[config.mk]
export PLATFORM = sky130hd
export DESIGN_NAME = agntd_seq
export DESIGN_NICKNAME = d
export VERILOG_FILES = /design/src/rtl/agntd_seq_pkg.sv /design/src/rtl/agntd_seq_cnt.sv /design/src/rtl/agntd_seq.sv
export SDC_FILE = /design/constraint.sdc
export NUM_CORES = 1
export LEC_CHECK = 0
export ABC_AREA = 1
export CORE_AREA = 4 4 68 117
export DETAILED_ROUTE_END_ITERATION = 10
export DIE_AREA = 0 0 72 121
export PLACE_DENSITY = 0.76
export SYNTH_ARGS = -nofsm -noshare
export SYNTH_HDL_FRONTEND = slang
export SYNTH_SLANG_ARGS = --single-unit
[constraint.sdc]
create_clock -name clk -period 6.5 [get_ports clk]
set_input_delay 1.3 -clock clk [delete_from_list [all_inputs] [get_ports clk]]
set_output_delay 1.3 -clock clk [all_outputs]
set_load 0.02 [all_outputs]
[src/rtl/agntd_seq_pkg.sv]
// Shared definitions for the agntd_seq programmable step sequencer:
// FSM state encoding and the default period width / program depth.
package agntd_seq_pkg;

  localparam int AGNTD_W     = 11;
  localparam int AGNTD_DEPTH = 4;

  typedef enum logic [1:0] {
    ST_IDLE = 2'd0,
    ST_RUN  = 2'd1,
    ST_DONE = 2'd2
  } state_t;

endpackage

[src/rtl/agntd_seq_cnt.sv]
// W-bit loadable down-counter that stops at zero; clear beats load beats
// decrement, and zero flags the terminal value.
module agntd_seq_cnt #(
  parameter int W = 11
) (
  input  logic         clk,
  input  logic         rst_n,
  input  logic         clr,
  input  logic         load,
  input  logic [W-1:0] ld_val,
  input  logic         ce,
  output logic [W-1:0] q,
  output logic         zero
);

  logic [W-1:0] q_r;

  // Count register: clear, reload or saturating decrement.
  always_ff @(posedge clk or negedge rst_n) begin
    if (!rst_n) begin
      q_r <= {W{1'b0}};
    end else if (clr) begin
      q_r <= {W{1'b0}};
    end else if (load) begin
      q_r <= ld_val;
    end else if (ce && (q_r != {W{1'b0}})) begin
      q_r <= q_r - W'(1);
    end else begin
      q_r <= q_r;
    end
  end

  assign q    = q_r;
  assign zero = (q_r == {W{1'b0}});

endmodule

[src/rtl/agntd_seq.sv]
// Programmable multi-step period sequencer: DEPTH period slots run in order,
// one down-count per slot. Optional repeat mode built with AGNTD_SEQ_LOOP_EN.
module agntd_seq
  import agntd_seq_pkg::*;
#(
  parameter  int W     = AGNTD_W,
  parameter  int DEPTH = AGNTD_DEPTH,
  localparam int AW    = $clog2(DEPTH)
) (
  input  logic          clk,
  input  logic          rst_n,
  input  logic          ce,
  input  logic          wr_en,
  input  logic [AW-1:0] wr_addr,
  input  logic [W-1:0]  wr_data,
  input  logic [AW:0]   nsteps,
  input  logic          start,
  input  logic          stop,
  input  logic          loop,
  output logic [W-1:0]  q,
  output logic          tc,
  output logic [AW-1:0] step_idx,
  output logic          busy,
  output logic          done
);

  state_t        state_r, state_nxt_s;
  logic [W-1:0]  slot_r [DEPTH];
  logic [AW:0]   nsteps_r;
  logic [AW-1:0] step_r, step_nxt_s, step_inc_s, ld_idx_s;
  logic [W-1:0]  q_s, ld_val_s;
  logic          cnt_ld_s, cnt_clr_s, ns_ld_s, start_ok_s, last_s;
  logic          zero_s, tc_s, wrap_s, busy_r, done_r;

  // A programmed period of 0 still lasts one ce, so it reloads like 1.
  function automatic logic [W-1:0] ld_of(input logic [W-1:0] p);
    return (p == {W{1'b0}}) ? {W{1'b0}} : (p - W'(1));
  endfunction

`ifdef AGNTD_SEQ_LOOP_EN
  assign wrap_s = loop;
`else
  logic loop_unused_s;
  assign loop_unused_s = loop;
  assign wrap_s        = 1'b0;
`endif

  assign start_ok_s = start && !stop && (nsteps != {(AW+1){1'b0}}) &&
                      (nsteps <= (AW+1)'(DEPTH));
  assign last_s     = ({1'b0, step_r} == (nsteps_r - (AW+1)'(1)));
  assign step_inc_s = step_r + AW'(1);
  assign tc_s       = (state_r == ST_RUN) && ce && zero_s;
  // Slot read is the pre-edge value, so a coincident write loads the old period.
  assign ld_val_s   = ld_of(slot_r[ld_idx_s]);

  // Next-state, step and counter-control decode.
  always_comb begin
    state_nxt_s = state_r;
    step_nxt_s  = step_r;
    ld_idx_s    = {AW{1'b0}};
    cnt_ld_s    = 1'b0;
    cnt_clr_s   = 1'b0;
    ns_ld_s     = 1'b0;
    case (state_r)
      ST_IDLE: begin
        if (start_ok_s) begin
          state_nxt_s = ST_RUN;
          step_nxt_s  = {AW{1'b0}};
          cnt_ld_s    = 1'b1;
          ns_ld_s     = 1'b1;
        end else begin
          state_nxt_s = ST_IDLE;
        end
      end
      ST_RUN: begin
        if (stop) begin
          state_nxt_s = ST_IDLE;
          step_nxt_s  = {AW{1'b0}};
          cnt_clr_s   = 1'b1;
        end else if (tc_s && !last_s) begin
          step_nxt_s = step_inc_s;
          ld_idx_s   = step_inc_s;
          cnt_ld_s   = 1'b1;
        end else if (tc_s && wrap_s) begin
          step_nxt_s = {AW{1'b0}};
          cnt_ld_s   = 1'b1;
        end else if (tc_s) begin
          state_nxt_s = ST_DONE;
          step_nxt_s  = {AW{1'b0}};
        end else begin
          state_nxt_s = ST_RUN;
        end
      end
      ST_DONE: begin
        state_nxt_s = ST_IDLE;
      end
      default: begin
        state_nxt_s = ST_IDLE;
        step_nxt_s  = {AW{1'b0}};
        cnt_clr_s   = 1'b1;
      end
    endcase
  end

  // FSM, step index, sampled step count and status flags.
  always_ff @(posedge clk or negedge rst_n) begin
    if (!rst_n) begin
      state_r  <= ST_IDLE;
      step_r   <= {AW{1'b0}};
      nsteps_r <= {(AW+1){1'b0}};
      busy_r   <= 1'b0;
      done_r   <= 1'b0;
    end else begin
      state_r  <= state_nxt_s;
      step_r   <= step_nxt_s;
      nsteps_r <= ns_ld_s ? nsteps : nsteps_r;
      busy_r   <= (state_nxt_s == ST_RUN);
      done_r   <= (state_nxt_s == ST_DONE);
    end
  end

  // Program slots, writable in every state.
  always_ff @(posedge clk or negedge rst_n) begin
    if (!rst_n) begin
      for (int i = 0; i < DEPTH; i++) slot_r[i] <= {W{1'b0}};
    end else if (wr_en) begin
      slot_r[wr_addr] <= wr_data;
    end
  end

  agntd_seq_cnt #(.W(W)) u_cnt (
    .clk    (clk),
    .rst_n  (rst_n),
    .clr    (cnt_clr_s),
    .load   (cnt_ld_s),
    .ld_val (ld_val_s),
    .ce     (ce && (state_r == ST_RUN)),
    .q      (q_s),
    .zero   (zero_s)
  );

  assign q        = q_s;
  assign tc       = tc_s;
  assign step_idx = step_r;
  assign busy     = busy_r;
  assign done     = done_r;

endmodule
==> Word-level counts from Yosys, hierarchy flattened <==
Index checks and enable logic that the tools add are counted.
{ "classes": {"order_cmp": 4, "addsub": 4, "n_eq_ne": 7, "bitwise_logic": 3, "reduce_logical": 18, "muxes": 30} }
{ "ops": {"columns": ["cell", "count"], "rows": [
  ["11-bit two-way mux", 7],
  ["44-bit bitwise mux", 1],
  ["11-bit binary-select mux with 2-bit select", 1],
  ["11-bit demux with 2-bit select", 1],
  ["11-bit zero test", 2],
  ["11-bit by 1-bit subtractor with 11-bit output (second input constant)", 2],
  ["2-bit two-way mux", 10],
  ["11-bit nonzero test", 1],
  ["1-bit logical AND", 8],
  ["3-bit >= comparator (second input constant)", 2],
  ["1-bit two-way mux", 6],
  ["2-bit inverter with 3-bit output", 2],
  ["2-bit one-hot mux with 3 select lines", 1],
  ["3-bit nonzero test", 2],
  ["2-bit by 1-bit equality test with 1-bit output (second input constant)", 2],
  ["2-bit equality test (second input constant)", 2],
  ["4-bit inequality test (second input constant)", 1],
  ["1-bit one-hot mux with 2 select lines", 2],
  ["2-bit one-hot mux with 2 select lines", 1],
  ["2-bit by 3-bit equality test with 1-bit output", 1],
  ["3-bit <= comparator (second input constant)", 1],
  ["3-bit by 1-bit less-than comparator with 1-bit output (second input constant)", 1],
  ["3-bit AND reduction", 1],
  ["3-bit by 1-bit subtractor with 3-bit output (second input constant)", 1],
  ["6 further kinds", 7]
]} }
{ "word_totals": {"input_bits": 23, "out_inout_bits": 16, "wordCells": 76, "reg_bits": 64} }

==> Depth between registers and ports, before layout <==
Gate-level depths: netlist of run 1.
{ "depth": {"ltp_word": 15, "mapped_depth": 24, "mapped_depth_nobuf": 23} }

==> Hierarchy <==
Synthesis of run 1 repeated with hierarchy kept, for this count alone.
{ "unflattened": {"cells_unflattened": 499, "area_unflattened_um2": 3822.4} }
{ "modules_own_cells": {"columns": ["module", "instances", "area_per_inst_um2", "cells_per_inst", "seq_area_each_um2"], "rows": [
  ["agntd_seq", 1, 2942.8, 368, 1326.3],
  ["agntd_seq_cnt", 1, 879.6, 131, 275.3]
]} }

==> Worst setup path before layout of run 1 <==
No wires, ideal clock.
{ "synth_timing": {"path_kind": "input to register", "startpoint": "in ce", "endpoint": "reg u_cnt.q_r[9] (netlist: u_cnt.q[9])", "setup_ns": 0.117, "slack_ns": 3.141, "n_path_buf": 1, "required_time_ns": 6.383, "path_stages": 17, "t_arrival_ns": 3.242, "cell_sequence": "nand3_1 -> nor3_4 -> nand3_4 -> buf_6 -> nor2_1 -> o21ai_1 -> nand2_2 -> ha_1 -> nand3_1 -> nor2_4 -> nand4_2 -> nand2_1 -> inv_1 -> nand2_1 -> nand2_1 -> nand2_1 -> nand2_1"} }
{ "synth_between": {"elab_chain_cells": 14, "elab_cells_between_ends": 20} }
{ "synth_lines": {"columns": ["element", "line", "rtl"], "rows": [
  ["start, declared", "agntd_seq.sv:12", "input logic ce,"],
  ["1-bit logical AND *", "agntd_seq.sv:52, agntd_seq.sv:137", null],
  ["1-bit logical AND", "agntd_seq.sv:52", "assign tc_s = (state_r == ST_RUN) && ce && zero_s;"],
  ["1-bit logical AND", "agntd_seq.sv:80", "end else if (tc_s && !last_s) begin"],
  ["2-bit two-way mux", "agntd_seq.sv:80", null],
  ["2-bit two-way mux", "agntd_seq.sv:76", "if (stop) begin"],
  ["2-bit two-way mux", "agntd_seq.sv:64", "case (state_r)"],
  ["2-bit inverter with 3-bit output (not written as such)", "agntd_seq.sv:54", "assign ld_val_s = ld_of(slot_r[ld_idx_s]);"],
  ["11-bit binary-select mux with 2-bit select", "agntd_seq.sv:54", null],
  ["11-bit two-way mux (not written as such) (2 in series)", "agntd_seq.sv:54", null],
  ["11-bit by 1-bit subtractor with 11-bit output / 11-bit zero test (equally long branches)", "agntd_seq.sv:37", "return (p == {W{1'b0}}) ? {W{1'b0}} : (p - W'(1));"],
  ["11-bit two-way mux", "agntd_seq.sv:37", null],
  ["11-bit two-way mux", "agntd_seq_cnt.sv:24", "end else if (load) begin"],
  ["11-bit two-way mux", "agntd_seq_cnt.sv:22", "end else if (clr) begin"],
  ["end signal, assigned", "agntd_seq_cnt.sv:21", "q_r <= {W{1'b0}};"],
  ["end signal, assigned", "agntd_seq_cnt.sv:23", "q_r <= {W{1'b0}};"],
  ["end signal, assigned", "agntd_seq_cnt.sv:25", "q_r <= ld_val;"],
  ["end, declared", "agntd_seq_cnt.sv:16", "logic [W-1:0] q_r;"]
]} }
Every way passes the cells marked *; elsewhere a longest branch is shown, timed or not. The select of a mux whose other input is x is not followed.
A chain may end at the register's enable or synchronous reset.

==> Final worst setup path of run 1 <==
{ "layout_timing": {"startpoint": "in ce", "endpoint": "out tc"} }
{ "layout_between": {"elab_chain_cells": 2} }
{ "layout_lines": {"columns": ["element", "line", "rtl"], "rows": [
  ["1-bit logical AND (2 in series)", "agntd_seq.sv:52", null],
  ["end, declared", "agntd_seq.sv:21", "output logic tc,"]
]} }
No other way between the ends.

==> flow_metrics.env, run 1 <==
export IMPL_grt_use_met3=0.0448
export IMPL_num_fill_cells=634
export IMPL_synth_seq_cells=64
export IMPL_hold_path_depth=2
export IMPL_grtUsageMet2=0.367
export IMPL_post_cts_setup_buffer_count=0
export IMPL_cts_hold_buf=0
export IMPL_netlist_instances=494
export IMPL_worstMarginPinSlew_ns=0.856
export IMPL_synth_avg_cell_area_um2=7.59
export IMPL_tns_ns=0
export IMPL_die_w_um=72
export IMPL_path_cells="clkdlybuf4s50_1, nand3_1, nor3_4, clkdlybuf4s50_1"
export IMPL_areaGrowthSynthToFinish_pct=18.5
export IMPL_cp_max_fo=18
export IMPL_gr_usage_all_layers=0.206
export IMPL_fp_dieH_um=121
export IMPL_timing_rr_start="u_cnt.q[0]$_DFFE_PN0P_"
export IMPL_synth_area_um2=3750
export IMPL_cts_sink_count=64
export IMPL_fin_crit_ns=4.73
export IMPL_place_congestion=0.877
export IMPL_avgViaCountPerCell=5.24
export IMPL_globalRoute_totalOverflow=0
export IMPL_post_cts_resize_count=0
export IMPL_final_common_cell="nand2_1"
export IMPL_postLayoutCoreUtil=0.628
export IMPL_synth_fp_nets=521
export IMPL_peakVddDrop_v=0.000240
export IMPL_worstPathRequired_ns=5.20
export IMPL_nets=553
export IMPL_timing_reg2reg_setup_slack_ns=2.93
export IMPL_drive_gt1_frac=0.104
export IMPL_power_density_nw_per_um2=363
export IMPL_hold_start="slot_r[10]$_DFFE_PN0P_"
export IMPL_io_buffers=37
export IMPL_ys_types=36
export IMPL_drt_iter0_markers=193
export IMPL_timing_slew_headroom=0.427
export IMPL_fmax_ghz=0.211
export IMPL_drtPass1Iterations=4
export IMPL_placed_cell_area_um2=4150
export IMPL_antenna_found_initial=0
export IMPL_worstSkewPairLatency_ns=0.33
export IMPL_min_to="slot_r[10]$_DFFE_PN0P_"
export IMPL_total_power_uw=1610
export IMPL_layout_cells_most_common_list="nand2_1, dfrtp_1, inv_1"
export IMPL_hold_slack_ns=0.483
export IMPL_hpwl_mm=6.00
export IMPL_htreeDepth=3
export IMPL_grt_start_max_net_pins=65
export IMPL_rsz0062_at_grt="no"
export IMPL_r2r_end="u_cnt.q[9]$_DFFE_PN0P_"
export IMPL_rr_worst_depth=20
export IMPL_root_buffer="clkbuf_16"
export IMPL_clk_pin_slew_worst_paths_ns=0.05
export IMPL_start_util=0.530
export IMPL_start_kind="input port"
export IMPL_use_met1=0.231
export IMPL_hold_class="reg2reg"
export IMPL_crit_arrival_ns=3.43
export IMPL_ctsLongestPathBuffers=2
export IMPL_rows=41
export IMPL_first_global_vias=3087
export IMPL_wl_per_cell_um=13.5
export IMPL_p_leak_uw=0.00219
export IMPL_hold_viol=0
export IMPL_seq_area_frac_synth=0.427
export IMPL_die_area_um2=8710
export IMPL_critPathKind="in2out"
export IMPL_fin_crit_sh=0.727
export IMPL_stdcell_area_um2=4450
export IMPL_maxCapViolations=0
export IMPL_crit_buf_inv=2
export IMPL_design_core_area_um2=7080
export IMPL_cp_slowest_cell="nor3_4"
export IMPL_ant_nets=0
export IMPL_n_antenna_cell=0
export IMPL_skew_ns=0.00453
export IMPL_ys_warn_count=0
export IMPL_numCtsBuffers=9
export IMPL_cts_tree="yes"
export IMPL_max_stage_delay_ns=0.76
export IMPL_drc_errors=0
export IMPL_io_pins=39
export IMPL_grt_pass1_wl_mm=13.9
export IMPL_maxSlewViolCount=0
export IMPL_status="completed"
export IMPL_crit_family="buffers and inverters"
export IMPL_final_setup_viol_count=0
export IMPL_grt_busiest_layer="met2"
export IMPL_crit_top_cell="clkdlybuf4s50_1"
export IMPL_drt_wl_total_mm=8.31
export IMPL_crit_cells=4
export IMPL_end_kind="output pin"
export IMPL_num_vias=3235
power breakdown:
part | total, µW | switching, µW | internal [µW] | leakage [µW]
clock | 478 | 162 | 316 | 0.000150
sequential | 558 | 71.0 | 487 | 0.000808
combinational | 577 | 353 | 224 | 0.00124
synth_stat cells, drive strengths merged:
cell type / instances / share of area
nor3: 5 / 0.0097
nand3: 40 / 0.071
clkinv: 2 / 0.0023
xor2: 6 / 0.014
o21ai: 60 / 0.080
nand3b: 3 / 0.0060
nand2: 165 / 0.17
o211ai: 2 / 0.0040
a31oi: 1 / 0.0017
buf: 5 / 0.011
inv: 61 / 0.061
xnor2: 4 / 0.0093
o22ai: 2 / 0.0033
a21oi: 9 / 0.012
nor4b: 2 / 0.0047
clkbuf: 12 / 0.012
nand4: 22 / 0.042
or2: 1 / 0.0017
dfrtp: 64 / 0.43
nor2: 24 / 0.042
ha: 4 / 0.013
stage by stage:
step | std cells | setup slack [ns]
after floorplan | 494 | 3.14
after global placement | 601 | 1.82
after detailed placement | 601 | 1.80
after CTS | 617 | 1.80
after global routing | 617 | 1.71
final | 617 | 1.77
state kept, by name, indices dropped and copies added, names as in the netlist:
register and count:
step_idx 2, done 1, slot_r 44, state_r 2, nsteps_r 3, busy 1
u_cnt.q 11
area by class of cell:
| type | instances | area [µm²] | area share |
|---|---|---|---|
| well taps | 86 | 108 | 0.0242 |
| flip-flops and latches | 64 | 1600 | 0.360 |
| clock buffers | 13 | 260 | 0.0585 |
| clock inverters | 3 | 40.0 | 0.00900 |
| inverters | 63 | 238 | 0.0535 |
| repair buffers | 38 | 373 | 0.0838 |
| multi-input cells | 350 | 1830 | 0.411 |
worst max path at each step:
stage	startpoint	endpoint	slack, ns
2_1_floorplan	ce	u_cnt.q[9]$_DFFE_PN0P_	3.14
3_5_place_dp	ce	tc	1.80
6_report	ce	tc	1.77
4_1_cts	ce	tc	1.80
5_1_grt	ce	tc	1.71
3_3_place_gp	ce	tc	1.82
layer usage:
| layer | up-vias | part of all wire |
|---|---|---|
| met2 | 61 | 0.53 |
| li1 | 1669 | - |
| met4 | 0 | 0.018 |
| met3 | 11 | 0.033 |
| met5 | - | 0 |
| met1 | 1494 | 0.42 |
kinds of logic after synthesis:
| group | share of synthesized area |
|---|---|
| AOI/OAI and AO/OA | 0.101 |
| xor gates and xnor gates | 0.0233 |
| adders and majority gates | 0.0133 |
| buffers and inverters | 0.0861 |
| DFF | 0.427 |
| and+or+nand+nor | 0.349 |
worst min-delay path, cell delays in order, from the launching register on:
cell and delay [ns]:
dfrtp_1 0.33, nand2_1 0.05, o21ai_0 0.06
No activity file was read; power rests on OpenSTA's default activity.
==> run 2: changes to the inputs <==
- clock period: 6.5 -> 4.4 ns (I/O delays scaled with it)
==> flow_metrics.env, run 2 (synthesis results as in run 1) <==
export IMPL_drtPass1Iterations=5
export IMPL_critPathKind="in2out"
export IMPL_grt_pass1_wl_mm=14.8
export IMPL_root_buffer="clkbuf_16"
export IMPL_worstPathRequired_ns=3.52
export IMPL_power_density_nw_per_um2=550
export IMPL_drt_wl_total_mm=8.76
export IMPL_die_area_um2=8710
export IMPL_globalRoute_totalOverflow=0
export IMPL_place_congestion=0.856
export IMPL_hold_class="reg2reg"
export IMPL_num_vias=3351
export IMPL_largest_register="slot_r"
export IMPL_final_setup_viol_count=0
export IMPL_crit_buf_inv=3
export IMPL_hold_viol=0
export IMPL_first_global_vias=3184
export IMPL_n_antenna_cell=0
export IMPL_maxSlewViolCount=0
export IMPL_cp_slowest_cell="clkdlybuf4s50_1"
export IMPL_crit_arrival_ns=2.66
export IMPL_hpwl_mm=6.33
export IMPL_worstMarginPinSlew_ns=0.818
export IMPL_timing_slew_headroom=0.453
export IMPL_nets=561
export IMPL_crit_family="buffers and inverters"
export IMPL_antenna_found_initial=0
export IMPL_drc_errors=0
export IMPL_rsz0062_at_grt="no"
export IMPL_final_common_cell="nand2_1"
export IMPL_cts_hold_buf=0
export IMPL_gr_usage_all_layers=0.218
export IMPL_design_core_area_um2=7080
export IMPL_layout_cells_most_common_list="nand2_1, dfrtp_1, inv_1"
export IMPL_drive_gt1_frac=0.119
export IMPL_fp_dieH_um=121
export IMPL_drt_iter0_markers=213
export IMPL_post_cts_setup_buffer_count=0
export IMPL_grt_start_max_net_pins=40
export IMPL_worstSkewPairLatency_ns=0.34
export IMPL_cts_sink_count=64
export IMPL_io_pins=39
export IMPL_avgViaCountPerCell=5.36
export IMPL_ctsLongestPathBuffers=2
export IMPL_cp_max_fo=9
export IMPL_areaGrowthSynthToFinish_pct=21.1
export IMPL_start_kind="input port"
export IMPL_total_power_uw=2500
export IMPL_largest_reg_flops=44
export IMPL_cts_tree="yes"
export IMPL_clk_pin_slew_worst_paths_ns=0.05
export IMPL_ant_nets=0
export IMPL_io_buffers=37
export IMPL_crit_top_cell="clkdlybuf4s50_1"
export IMPL_tns_ns=0
export IMPL_maxCapViolations=0
export IMPL_fin_crit_ns=3.54
export IMPL_rows=41
export IMPL_htreeDepth=3
export IMPL_start_util=0.530
export IMPL_max_stage_delay_ns=0.62
export IMPL_fmax_ghz=0.282
export IMPL_wl_per_cell_um=14.0
export IMPL_p_leak_uw=0.00225
export IMPL_fin_crit_sh=0.806
export IMPL_post_cts_resize_count=0
export IMPL_end_kind="output pin"
export IMPL_die_w_um=72
export IMPL_path_cells="clkdlybuf4s50_1, nand3_1, nor3_4, buf_4, clkdlybuf4s50_1"
export IMPL_skew_ns=0.00931
export IMPL_numCtsBuffers=9
export IMPL_status="completed"
export IMPL_peakVddDrop_v=0.000257
## run 2: cell types whose count changed in the layout (fill, tap and decap cells not counted)
cell and change:
clkbuf_1 -1, bufinv_16 +2, clkinvlp_4 +1, buf_4 +8, clkbuf_8 -2
## run 2: routing by layer
layer  routed length (µm)  vias up  track usage
met1                 3350     1568        0.243
met3                  340       19       0.0373
met5                    0        -            0
met2                 4860       82        0.395
met4                  210        0       0.0988
li1                     -     1682            -
## run 2: stage by stage
step	worst slack [ns]	cells	cell area, µm²	utilization	hold WS, ns
after floorplan	1.46	494	3750	-	0.453
after global placement	0.748	609	4210	0.594	0.466
after detailed placement	0.687	609	4210	0.594	0.473
after CTS	0.826	625	4540	0.642	0.486
after global routing	0.797	625	4540	0.642	0.503
final	0.855	625	4540	0.642	0.483
## run 2: area by class of cell
type	count	area [µm²]
Clock buffer	10	229
Clock inverter	6	108
Timing Repair Buffer	46	433
Sequential cell	64	1600
Tap cell	86	108
Inverter	63	238
Fill cell	624	2540
Multi-Input combinational cell	350	1830
## run 2: final timing paths
check	from	cells after the start	to	slack, ns
worst max-delay path	ce	5	tc	0.86
worst min-delay path	slot_r[0]$_DFFE_PN0P_	2	slot_r[0]$_DFFE_PN0P_	0.48
worst max register to register	step_idx[0]$_DFFE_PN0P_	22	u_cnt.q[9]$_DFFE_PN0P_	1.14
worst min register to register	slot_r[0]$_DFFE_PN0P_	2	slot_r[0]$_DFFE_PN0P_	0.48
max in group asynchronous	rst_n	2	slot_r[16]$_DFFE_PN0P_	2.95
min in group asynchronous	rst_n	1	nsteps_r[1]$_DFFE_PN0P_	0.54
## run 2: where the power goes
part	internal (µW)	total [µW]	switching (µW)
sequential	718	822	104
clock	551	812	261
combinational	338	866	528
## run 2: worst register-to-register path: cells and delay by family (launching register included)
family	cells	cell delay [ns]
flip-flops	1	0.43
AND/OR/NAND/NOR	17	1.87
buffers and inverters	4	0.64
adder cells (fa/ha/maj)	1	0.22
==> run 3: changes to the inputs <==
- CORE_AREA: 4 4 68 117 -> 4 4 70 120
- DIE_AREA: 0 0 72 121 -> 0 0 74 124
- PLACE_DENSITY: 0.76 -> 0.75
- clock period: 4.4 -> 3 ns (I/O delays scaled with it)
==> flow_metrics.env, run 3 (synthesis results as in run 1) <==
export IMPL_cp_max_fo=8
export IMPL_drc_errors=0
export IMPL_dpl_cell_count=629
export IMPL_htreeDepth=3
export IMPL_maxCapViolations=0
export IMPL_final_cell_count_no_fill=649
export IMPL_start_kind="input port"
export IMPL_end_kind="output pin"
export IMPL_critPathKind="in2out"
export IMPL_crit_arrival_ns=2.25
export IMPL_max_stage_delay_ns=0.61
export IMPL_drt_iter0_markers=230
export IMPL_antenna_found_initial=0
export IMPL_globalRoute_totalOverflow=0
export IMPL_stdcell_area_um2=4790
export IMPL_io_pins=39
export IMPL_numCtsBuffers=9
export IMPL_sw_frac_of_total=0.362
export IMPL_worstMarginPinSlew_ns=0.726
export IMPL_crit_top_cell="clkdlybuf4s50_1"
export IMPL_fp_dieH_um=124
export IMPL_die_w_um=74
export IMPL_drtPass1Iterations=4
export IMPL_io_buffers=37
export IMPL_layout_cells_most_common_list="nand2_1, dfrtp_1, inv_1, o21ai_0, clkdlybuf4s50_1"
export IMPL_start_util=0.499
export IMPL_path_cells="clkdlybuf4s50_1, nand3_1, nor3_4, buf_4, clkdlybuf4s50_1"
export IMPL_ctsLongestPathBuffers=2
export IMPL_hold_class="in2async"
export IMPL_drive_gt1_frac=0.171
export IMPL_p_comb_frac=0.378
export IMPL_root_buffer="clkbuf_16"
export IMPL_placed_cell_area_um2=4370
export IMPL_dp_slack_ns=-0.127
export IMPL_power_switching_uw=1350
export IMPL_postLayoutCoreUtil=0.637
export IMPL_fin_crit_sh=0.951
export IMPL_first_global_vias=3313
export IMPL_worstSkewPairLatency_ns=0.33
export IMPL_avgViaCountPerCell=5.31
export IMPL_peakVddDrop_v=0.000438
export IMPL_die_area_um2=9180
export IMPL_cts_sink_count=64
export IMPL_skew_ns=0.00570
export IMPL_areaGrowthSynthToFinish_pct=27.7
export IMPL_num_fill_cells=642
export IMPL_status="completed"
export IMPL_hpwl_mm=6.45
export IMPL_wl_per_cell_um=13.7
export IMPL_fin_crit_ns=2.85
export IMPL_pwr_share_seq=0.325
export IMPL_ant_nets=0
export IMPL_hold_viol=0
export IMPL_hold_slack_ns=0.321
export IMPL_num_vias=3449
export IMPL_grt_pass1_wl_mm=14.9
export IMPL_power_density_nw_per_um2=780
export IMPL_n_antenna_cell=0
export IMPL_maxSlewViolCount=0
export IMPL_cts_tree="yes"
export IMPL_grt_start_max_net_pins=36
export IMPL_design_core_area_um2=7510
export IMPL_worstPathRequired_ns=2.40
export IMPL_place_congestion=0.886
export IMPL_nets=583
export IMPL_final_setup_viol_count=0
export IMPL_rows=42
export IMPL_gr_usage_all_layers=0.212
export IMPL_largest_reg_flops=44
export IMPL_final_common_cell="nand2_1"
export IMPL_timing_slew_headroom=0.515
export IMPL_largest_register="slot_r"
export IMPL_p_int_uw=2380
export IMPL_cp_slowest_cell="clkdlybuf4s50_1"
export IMPL_clk_pin_slew_worst_paths_ns=0.05
export IMPL_fmax_ghz=0.350
export IMPL_clkPwrFrac=0.297
export IMPL_drt_wl_total_mm=8.90
export IMPL_p_leak_uw=0.00236
export IMPL_layout_setup_ws_ns=0.146
export IMPL_rsz0062_at_grt="no"
-- run 3: layout make-up --
type | count | area (µm²) | share of cell area
clock inverter | 3 | 65.1 | 0.0136
sequential | 64 | 1600 | 0.334
tap | 88 | 110 | 0.0230
multi-input combinational | 350 | 1900 | 0.396
timing repair buffer | 68 | 627 | 0.131
inverter | 63 | 238 | 0.0496
clock buffer | 13 | 250 | 0.0522
-- run 3: worst max-delay path, delay by kind of cell --
| family | cells | cell delay [ns] |
|---|---|---|
| buffers and inverters | 3 | 1.26 |
| and+or+nand+nor | 2 | 0.40 |
-- run 3: worst paths after layout --
path | start | to | slack (ns) | cells after the start
max in group asynchronous | rst_n | slot_r[33]$_DFFE_PN0P_ | 2.05 | 2
setup / recovery | ce | tc | 0.15 | 5
setup reg to reg | nsteps_r[0]$_DFFE_PN0P_ | u_cnt.q[4]$_DFFE_PN0P_ | 0.21 | 18
min in group clk | slot_r[18]$_DFFE_PN0P_ | slot_r[18]$_DFFE_PN0P_ | 0.48 | 2
hold reg to reg | slot_r[18]$_DFFE_PN0P_ | slot_r[18]$_DFFE_PN0P_ | 0.48 | 2
hold / removal | rst_n | u_cnt.q[4]$_DFFE_PN0P_ | 0.32 | 1
-- run 3: power by group through the flow --
| stage | Clock [µW] | Sequential (µW) | Combinational [µW] |
|---|---|---|---|
| floorplan | 0 | 1270 | 830 |
| global placement | 0 | 1210 | 1280 |
| detailed placement | 0 | 1220 | 1310 |
| CTS | 1120 | 1210 | 1330 |
| global route | 1160 | 1240 | 1570 |
| finish | 1110 | 1210 | 1410 |
-- run 3: metal layers --
layer / vias up / global-route usage / part of all wire
li1: 1727 / - / -
met1: 1619 / 0.234 / 0.38
met3: 27 / 0.0452 / 0.038
met5: - / 0 / 0
met4: 0 / 0.126 / 0.041
met2: 76 / 0.363 / 0.54
-- run 3: stage by stage --
| step | power, µW | setup TNS [ns] |
|---|---|---|
| after global placement | 2500 | -0.669 |
| final | 3730 | 0 |
| after global routing | 3970 | 0 |
| after detailed placement | 2530 | -1.02 |
| after CTS | 3660 | 0 |
| after floorplan | 2100 | 0 |
-- run 3: what timing repair did --
item                       4_1_cts  5_1_grt
setup buffers                    1        3
pin swaps                        1        6
hold buffers                     0        0
resized for setup                0       17
setup endpoints to repair        1       10
